===== config.mk =====
export PLATFORM = sky130hd
export DESIGN_NAME = bit_comparator
export DESIGN_NICKNAME = d
export VERILOG_FILES = /design/src/rtl/bit_comparator.sv
export SDC_FILE = /design/constraint.sdc
export NUM_CORES = 1
export LEC_CHECK = 0
export BUFFER_PORTS_ARGS = -buffer_cell sky130_fd_sc_hd__buf_2
export CAP_MARGIN = 20
export CORE_AREA = 2 2 39 41
export DETAILED_ROUTE_END_ITERATION = 12
export DIE_AREA = 0 0 41 43
export GPL_TIMING_DRIVEN = 0
export PLACE_DENSITY = 0.67
export SLEW_MARGIN = 20
export SYNTH_ARGS = -nofsm -noshare
export SYNTH_HDL_FRONTEND = slang
export SYNTH_SLANG_ARGS = --single-unit

===== constraint.sdc =====
create_clock -name clk -period 2.2 [get_ports clk]
set_input_delay 0.33 -clock clk [delete_from_list [all_inputs] [get_ports clk]]
set_output_delay 0.33 -clock clk [all_outputs]
set_load 0.01 [all_outputs]

===== src/rtl/bit_comparator.sv =====
// Registered single-bit magnitude comparator with a saturating mismatch counter.
// x and y are sampled on every rising edge outside reset. z, gt, lt and valid
// come straight from flops, so no input reaches an output combinationally.
module bit_comparator #(
  parameter int CNT_W = 8
) (
  input  logic             clk,
  input  logic             rst,
  input  logic             x,
  input  logic             y,
  output logic             z,
  output logic             gt,
  output logic             lt,
  output logic             valid,
  output logic [CNT_W-1:0] mism_cnt
);

  localparam logic [CNT_W-1:0] CNT_MAX = {CNT_W{1'b1}};

  logic             z_reg, gt_reg, lt_reg, valid_reg;
  logic             z_next, gt_next, lt_next;
  logic [CNT_W-1:0] cnt_reg, cnt_next;

  // Decode the current sample and the saturating counter update
  always_comb begin
    z_next   = (x == y);
    gt_next  = x & ~y;
    lt_next  = ~x & y;
    cnt_next = cnt_reg;
    if ((x != y) && (cnt_reg != CNT_MAX)) begin
      cnt_next = cnt_reg + 1'b1;
    end
  end

  // Capture flags and count; reset wins over sampling on the same edge
  always_ff @(posedge clk) begin
    if (rst) begin
      z_reg     <= 1'b0;
      gt_reg    <= 1'b0;
      lt_reg    <= 1'b0;
      valid_reg <= 1'b0;
      cnt_reg   <= '0;
    end else begin
      z_reg     <= z_next;
      gt_reg    <= gt_next;
      lt_reg    <= lt_next;
      valid_reg <= 1'b1;
      cnt_reg   <= cnt_next;
    end
  end

  assign z        = z_reg;
  assign gt       = gt_reg;
  assign lt       = lt_reg;
  assign valid    = valid_reg;
  assign mism_cnt = cnt_reg;

endmodule


==> results_dict.tcl, run 1 <==
set metrics [dict create \
    status "finished clean" \
    clkLatencyLatePin_ns 0.26 \
    io_pins 16 \
    cp-end-kind "flip-flop" \
    drive_gt1_frac 0.276 \
    netlist_area_um2 562 \
    drtIter0Drc 10 \
    htreeDepth 1 \
    switching_power_uw 94.7 \
    fmax_mhz 636 \
    gp_congestion 0.839 \
    drv_cap 0 \
    n_antenna_cell 0 \
    cellInternalPower_uw 311 \
    cts_sinks 12 \
    largest_register_ffs 8 \
    path_clk_slew_ns 0.07 \
    hold_viol 0 \
    start_util 0.406 \
    clockPowerShare 0.311 \
    yosys.area.top_type "dfxtp_1" \
    slew-limit-headroom 0.714 \
    drc 0 \
    ir_worst_vdd_mv 0.354 \
    seqPwrFrac 0.576 \
    yosys.cell_types.count 27 \
    grt_overflow_total 0 \
    dieArea_mm2 0.00176 \
    ys_seq_elements 12 \
    cts_resized 0 \
    antenna_found_initial 0 \
    slowest_stage "dfxtp_1" \
    rsz0062_at_grt "no" \
    finalSetupViolCount 0 \
    viasPerCell 5.13 \
    nNetsFinal 85 \
    power_density_mw_per_mm2 597 \
    hold_path.class "input port to flip-flop" \
    synth_area_per_cell_um2 9.69 \
    path_class "flip-flop to flip-flop" \
    startpoint_type "flip-flop" \
    p_comb_frac 0.113 \
    grt_max_degree 11 \
    fin_crit_ns 1.57 \
    synth_fp_nets 65 \
    yosysSeqAreaShare 0.428 \
    io_buffers 15 \
    first_global_vias 422 \
    slew_viol_final 0 \
    numCtsBuffers 3 \
    leakage_uw 0.000322 \
    cts_root_buf "clkbuf_4" \
    yosys.area.top_type_share 0.428 \
    synth_area_leaders "dfxtp_1 43%, ha_1 6.7%, mux2_1 6.0%" \
    layout.cells.non_filler 92 \
    path_max_fanout 6 \
    synth_warnings 0 \
    crit_required_ns 2.35 \
    drt_pass1_iterations 4 \
    dieWidth_um 41 \
    synthToLayoutAreaGrowth_pct 20.9 \
    cts_hold_buf 0 \
    period_share 0.714 \
    avgRoutedWirePerCell_um 11.6 \
    vias 472 \
    rows 14 \
    dp_cells 89 \
    final_common_cell "buf_2" \
    path_cells "ha_1 -> and4_1 -> a21oi_1 -> mux2_1" \
    wl_um 1070 \
    max_stage_delay_ns 0.35 \
    clock_skew_ns 0.00297 \
    critical-path-top-delay-family "flip-flops" \
    arrival_ns 1.72 \
    cts_setup_buffers 0 \
    worst_pin_slew_ns 0.429 \
    cts_tree "done" \
    syn_inst 58 \
    path_buf_inv 0 \
    ant_nets 0 \
    grt_pass1_wl_um 1750 \
    die_y_um 43 \
    layout_common_cells "15 x buf_2, 12 x dfxtp_1, 6 x nor2_1" \
    core_mm2 0.00138 \
    switching_share 0.234 \
    grtUsageTotal 0.146 \
    tns_ns 0 \
    hpwl_um 807 \
    max-clock-path-buffers 2 \
]
[logic make-up (layout without fill, tap and decap cells)]
| logic type | Yosys count | after routing | share of synthesized area |
|---|---|---|---|
| AOI/OAI and AO/OA | 12 | 12 | 0.167 |
| adders and majority gates | 3 | 3 | 0.0668 |
| buffers and inverters | 7 | 25 | 0.0601 |
| DFF | 12 | 12 | 0.428 |
| muxes | 4 | 4 | 0.0779 |
| and+or+nand+nor | 20 | 20 | 0.200 |
[cells in the mapped netlist]
cell type	instances
a211oi_1	1
a21boi_0	1
a21oi_1	2
a21oi_2	1
a311oi_1	1
a311oi_2	1
a31oi_1	3
and3_1	1
and4_1	1
and4b_1	1
buf_6	1
clkbuf_1	1
dfxtp_1	12
ha_1	3
inv_1	5
mux2_1	3
mux2i_1	1
nand2_1	2
nand2b_1	1
nand3_1	1
nand3b_1	1
nand4b_1	1
nor2_1	6
nor2b_1	4
nor3_1	1
o21bai_1	1
o311a_1	1
[path summary, 6_finish.rpt]
kind	from	to	slack, ns	cells past startpoint
worst max-delay path	mism_cnt[0]	mism_cnt[3]	0.63	4
worst min-delay path	rst	valid	0.33	2
worst max register to register	mism_cnt[0]	mism_cnt[3]	0.63	4
worst min register to register	mism_cnt[1]	mism_cnt[1]	0.51	2
[routing by layer]
metal  wire length (um)  GRT usage  share of wire  vias to the layer above
li1                   -          -              -                      244
met1                509      0.186           0.48                      216
met2                501      0.209           0.47                       10
met3                 41     0.0471          0.038                        2
met4                 14     0.0800          0.013                        0
met5                  0          0              0                        -
[through the flow]
step           setup WS [ns]   util  total power, uW  hold WS, ns  cell area [um^2]
3_3_place_gp           0.398  0.475              283        0.485               657
4_1_cts                0.645  0.491              412        0.327               679
3_5_place_dp           0.377  0.475              285        0.509               657
5_1_grt                0.550  0.491              426        0.359               679
2_1_floorplan          0.589      -              267        0.431               562
6_report               0.628  0.491              405        0.330               679
[power by group through the flow]
stage	Clock (uW)	Combinational [uW]	Sequential, uW
after detailed placement	0	46.3	238
final	126	45.9	233
after global routing	140	51.8	235
after global placement	0	45.1	238
after floorplan	0	23.9	243
after CTS	133	46.4	233
[layout make-up]
type	instances	area (um^2)
well taps	16	20.0
plain buffers	2	15.0
fillers	143	704
repair buffers	15	75.1
inverters	5	18.8
flip-flops and latches	12	240
clock buffers	3	22.5
multi-input cells	39	288
[worst register-to-register path, cell delays in order (launching register included)]
cell     delay (ns)
dfxtp_1        0.35
ha_1           0.25
and4_1         0.24
a21oi_1        0.27
mux2_1         0.35
No activity file was read; power rests on OpenSTA's default activity.
==> run 2: changes to the inputs <==
Clock period 2.2 ns to 1.55 ns, I/O delays scaled along.
==> results_dict.tcl, run 2 (same netlist as run 1, synthesis figures left out) <==
set metrics [dict create \
    cts_tree "done" \
    finalSetupViolCount 0 \
    rsz0062_at_grt "no" \
    worst_pin_slew_ns 0.428 \
    path_class "flip-flop to flip-flop" \
    clock_skew_ns 0.00344 \
    dieWidth_um 41 \
    io_pins 16 \
    drc 0 \
    clkLatencyLatePin_ns 0.26 \
    power_density_mw_per_mm2 824 \
    final_common_cell "buf_2" \
    gp_congestion 0.839 \
    antenna_found_initial 0 \
    cts_root_buf "clkbuf_4" \
    grtUsageTotal 0.148 \
    setup_slack_ns 0.0550 \
    hpwl_um 807 \
    multi_input_area_um2 292 \
    path_max_fanout 6 \
    drive_gt1_frac 0.308 \
    leakage_uw 0.000331 \
    dieArea_mm2 0.00176 \
    core_mm2 0.00138 \
    io_buffers 15 \
    crit_required_ns 1.70 \
    layout.cells.non_filler 94 \
    drv_cap 0 \
    nNetsFinal 87 \
    hold_path.class "input port to flip-flop" \
    arrival_ns 1.65 \
    viasPerCell 5.23 \
    die_y_um 43 \
    seq_area_um2 240 \
    largest_register_ffs 8 \
    grt_pass1_wl_um 1770 \
    wl_um 1120 \
    fmax_mhz 669 \
    grt_max_degree 11 \
    drt_pass1_iterations 4 \
    ir_worst_vdd_mv 0.520 \
    grt_overflow_total 0 \
    synthToLayoutAreaGrowth_pct 24.3 \
    max-clock-path-buffers 2 \
    layout_common_cells "15 x buf_2, 12 x dfxtp_1, 6 x nor2_1" \
    reg2reg_slack_ns 0.06 \
    path_clk_slew_ns 0.07 \
    slew_viol_final 0 \
    tns_ns 0 \
    fin_crit_ns 1.49 \
    finalCoreUtilization 0.505 \
    dpl_worst_slack_ns -0.176 \
    vias 492 \
    startpoint_type "flip-flop" \
    drtIter0Drc 12 \
    n_antenna_cell 0 \
    cts_sinks 12 \
    avgRoutedWirePerCell_um 11.9 \
    cp-end-kind "flip-flop" \
    start_util 0.406 \
    status "finished clean" \
    slew-limit-headroom 0.715 \
    hold_viol 0 \
    dp_cells 89 \
    ant_nets 0 \
    rows 14 \
    period_share 0.965 \
    p_total_uw 575 \
    numCtsBuffers 3 \
    n_fill_cell 139 \
    htreeDepth 1 \
    first_global_vias 426 \
]
run 2: routing by layer:
metal	global-route usage	share of wire	vias up
met5	0	0	-
met4	0.0800	0.013	0
met3	0.0471	0.037	2
met2	0.213	0.48	12
met1	0.190	0.47	229
li1	-	-	249
run 2: worst paths after layout:
kind,start,end,cells after the start
max reg2reg,mism_cnt[0],mism_cnt[0],4
min reg2reg,mism_cnt[1],mism_cnt[1],2
min,rst,valid,2
max,mism_cnt[0],mism_cnt[0],4
run 2: critical path: stages (launching register included):
cell and delay [ns]:
dfxtp_1 0.35, ha_1 0.25, and4_1 0.25, a21oi_2 0.20
mux2_1 0.33
run 2: area by class of cell:
cell class              count  area share
plain buffers               2      0.0215
inverters                   5      0.0269
multi-input cells          39       0.418
flip-flops and latches     12       0.344
well taps                  16      0.0287
repair buffers             17       0.129
clock buffers               3      0.0323
run 2: power breakdown:
group | switching (uW) | internal (uW)
registers | 9.82 | 321
clock network | 90.0 | 89.6
logic | 34.8 | 29.8
total | 135 | 441
run 2: metrics by stage:
step                hold slack (ns)  cell area [um^2]
global placement              0.485               657
finish                        0.230               698
CTS                           0.230               691
global route                  0.262               698
detailed placement            0.505               657
floorplan                     0.333               562
run 2: repair_timing:
item | 4_1_cts | 5_1_grt
setup endpoints to repair | 2 | 1
buffers inserted | 1 | 1
hold buffers | 0 | 0
endpoints found under the hold margin | 0 | 0
pin swaps | 0 | 1
cloned | 0 | 0
resized for setup | 1 | 0
==> run 3: changes to the inputs <==
Settings changed: PLACE_DENSITY 0.67 to not set, PLACE_DENSITY_LB_ADDON set to 0.15.
==> results_dict.tcl, run 3 (same netlist as run 1, synthesis figures left out) <==
set metrics [dict create \
    tns_ns 0 \
    n_antenna_cell 0 \
    slowest_stage "dfxtp_2" \
    layout.cells.non_filler 93 \
    largest_register_ffs 8 \
    status "finished clean" \
    cts_hold_buf 0 \
    max-clock-path-buffers 2 \
    grt_max_degree 11 \
    hold_viol 0 \
    start_util 0.406 \
    arrival_ns 1.61 \
    n_fill_cell 146 \
    finalSetupViolCount 0 \
    startpoint_type "flip-flop" \
    critical-path-top-delay-family "flip-flops" \
    power_density_mw_per_mm2 853 \
    drt_pass1_iterations 4 \
    die_y_um 43 \
    path_class "flip-flop to flip-flop" \
    fin_crit_ns 1.44 \
    drc 0 \
    htreeDepth 1 \
    period_share 0.930 \
    layout_common_cells "15 x buf_2, 10 x dfxtp_1, 6 x nor2_1" \
    path_max_fanout 6 \
    final_common_cell "buf_2" \
    path_cells "ha_2 -> and4_1 -> a21oi_1 -> mux2_1" \
    core_mm2 0.00138 \
    ant_nets 0 \
    viasPerCell 5.09 \
    clkLatencyLatePin_ns 0.27 \
    rows 14 \
    max_stage_delay_ns 0.34 \
    avgRoutedWirePerCell_um 11.9 \
    path_buf_inv 0 \
    gp_congestion 0.797 \
    first_global_vias 445 \
    nNetsFinal 86 \
    numCtsBuffers 3 \
    slew_viol_final 0 \
    cts_root_buf "clkbuf_4" \
    crit_required_ns 1.72 \
    clock_skew_ns 0.00285 \
    drv_cap 0 \
    drtIter0Drc 8 \
    rsz0062_at_grt "no" \
    antenna_found_initial 0 \
    dp_cells 89 \
    wl_um 1100 \
    drive_gt1_frac 0.325 \
    cp-end-kind "flip-flop" \
    vias 473 \
    io_pins 16 \
    path_clk_slew_ns 0.07 \
    leakage_uw 0.000324 \
    hold_ws_ns 0.218 \
    fmax_mhz 694 \
    slew-limit-headroom 0.719 \
    ir_worst_vdd_mv 0.507 \
    hold_path.class "input port to flip-flop" \
    worst_pin_slew_ns 0.422 \
    grtUsageTotal 0.170 \
    dieWidth_um 41 \
    io_buffers 15 \
    hpwl_um 807 \
    synthToLayoutAreaGrowth_pct 23.2 \
    cts_sinks 12 \
    dieArea_mm2 0.00176 \
    grt_pass1_wl_um 1930 \
    cts_tree "done" \
    grt_overflow_total 0 \
]
==> run 3: worst register-to-register path, delay by kind of cell, from the launching register on <==
family	cells	cell delay [ns]
simple gates	1	0.23
flops	1	0.34
compound gates	1	0.23
mux	1	0.34
fa+ha+maj	1	0.20
==> run 3: stage by stage <==
stage / area [um^2] / total power (uW) / setup slack (ns) / util
floorplan: 562 / 379 / 0.0365 / -
global placement: 657 / 403 / -0.148 / 0.475
detailed placement: 657 / 404 / -0.164 / 0.475
CTS: 679 / 597 / 0.0226 / 0.491
global route: 692 / 625 / 0.00869 / 0.500
finish: 692 / 590 / 0.108 / 0.500
==> run 3: layout make-up <==
cell class	count	area [um^2]	share of cell area
Clock buffer	3	22.5	0.0325
Sequential cell	12	243	0.351
Timing Repair Buffer	16	82.6	0.119
Buffer	2	15.0	0.0217
Inverter	5	18.8	0.0271
Tap cell	16	20.0	0.0289
Multi-Input combinational cell	39	290	0.420
==> run 3: worst paths after layout <==
check                   start           to  slack (ns)  cells after the start
hold reg to reg   mism_cnt[1]  mism_cnt[1]        0.49                      2
hold / removal            rst        valid        0.22                      2
setup reg to reg  mism_cnt[0]  mism_cnt[3]        0.11                      4
setup / recovery  mism_cnt[0]  mism_cnt[3]        0.11                      4
==> run 3: power breakdown <==
| group | internal (uW) | switching (uW) | total (uW) |
|---|---|---|---|
| Combinational | 30.7 | 34.6 | 65.3 |
| Sequential | 323 | 10.9 | 334 |
| Clock | 90.1 | 101 | 191 |
==> run 3: per-layer routing <==
metal  global-route usage  wire length [um]  vias up
li1                     -                 -      245
met1                0.219               522      209
met2                0.222               488       14
met3               0.0471                53        5
met4                0.140                40        0
met5                    0                 0        -
==> run 3: repair_timing <==
item | CTS | global route
setup buffers | 0 | 1
endpoints found under the setup margin | 0 | 3
resized for setup | 0 | 3
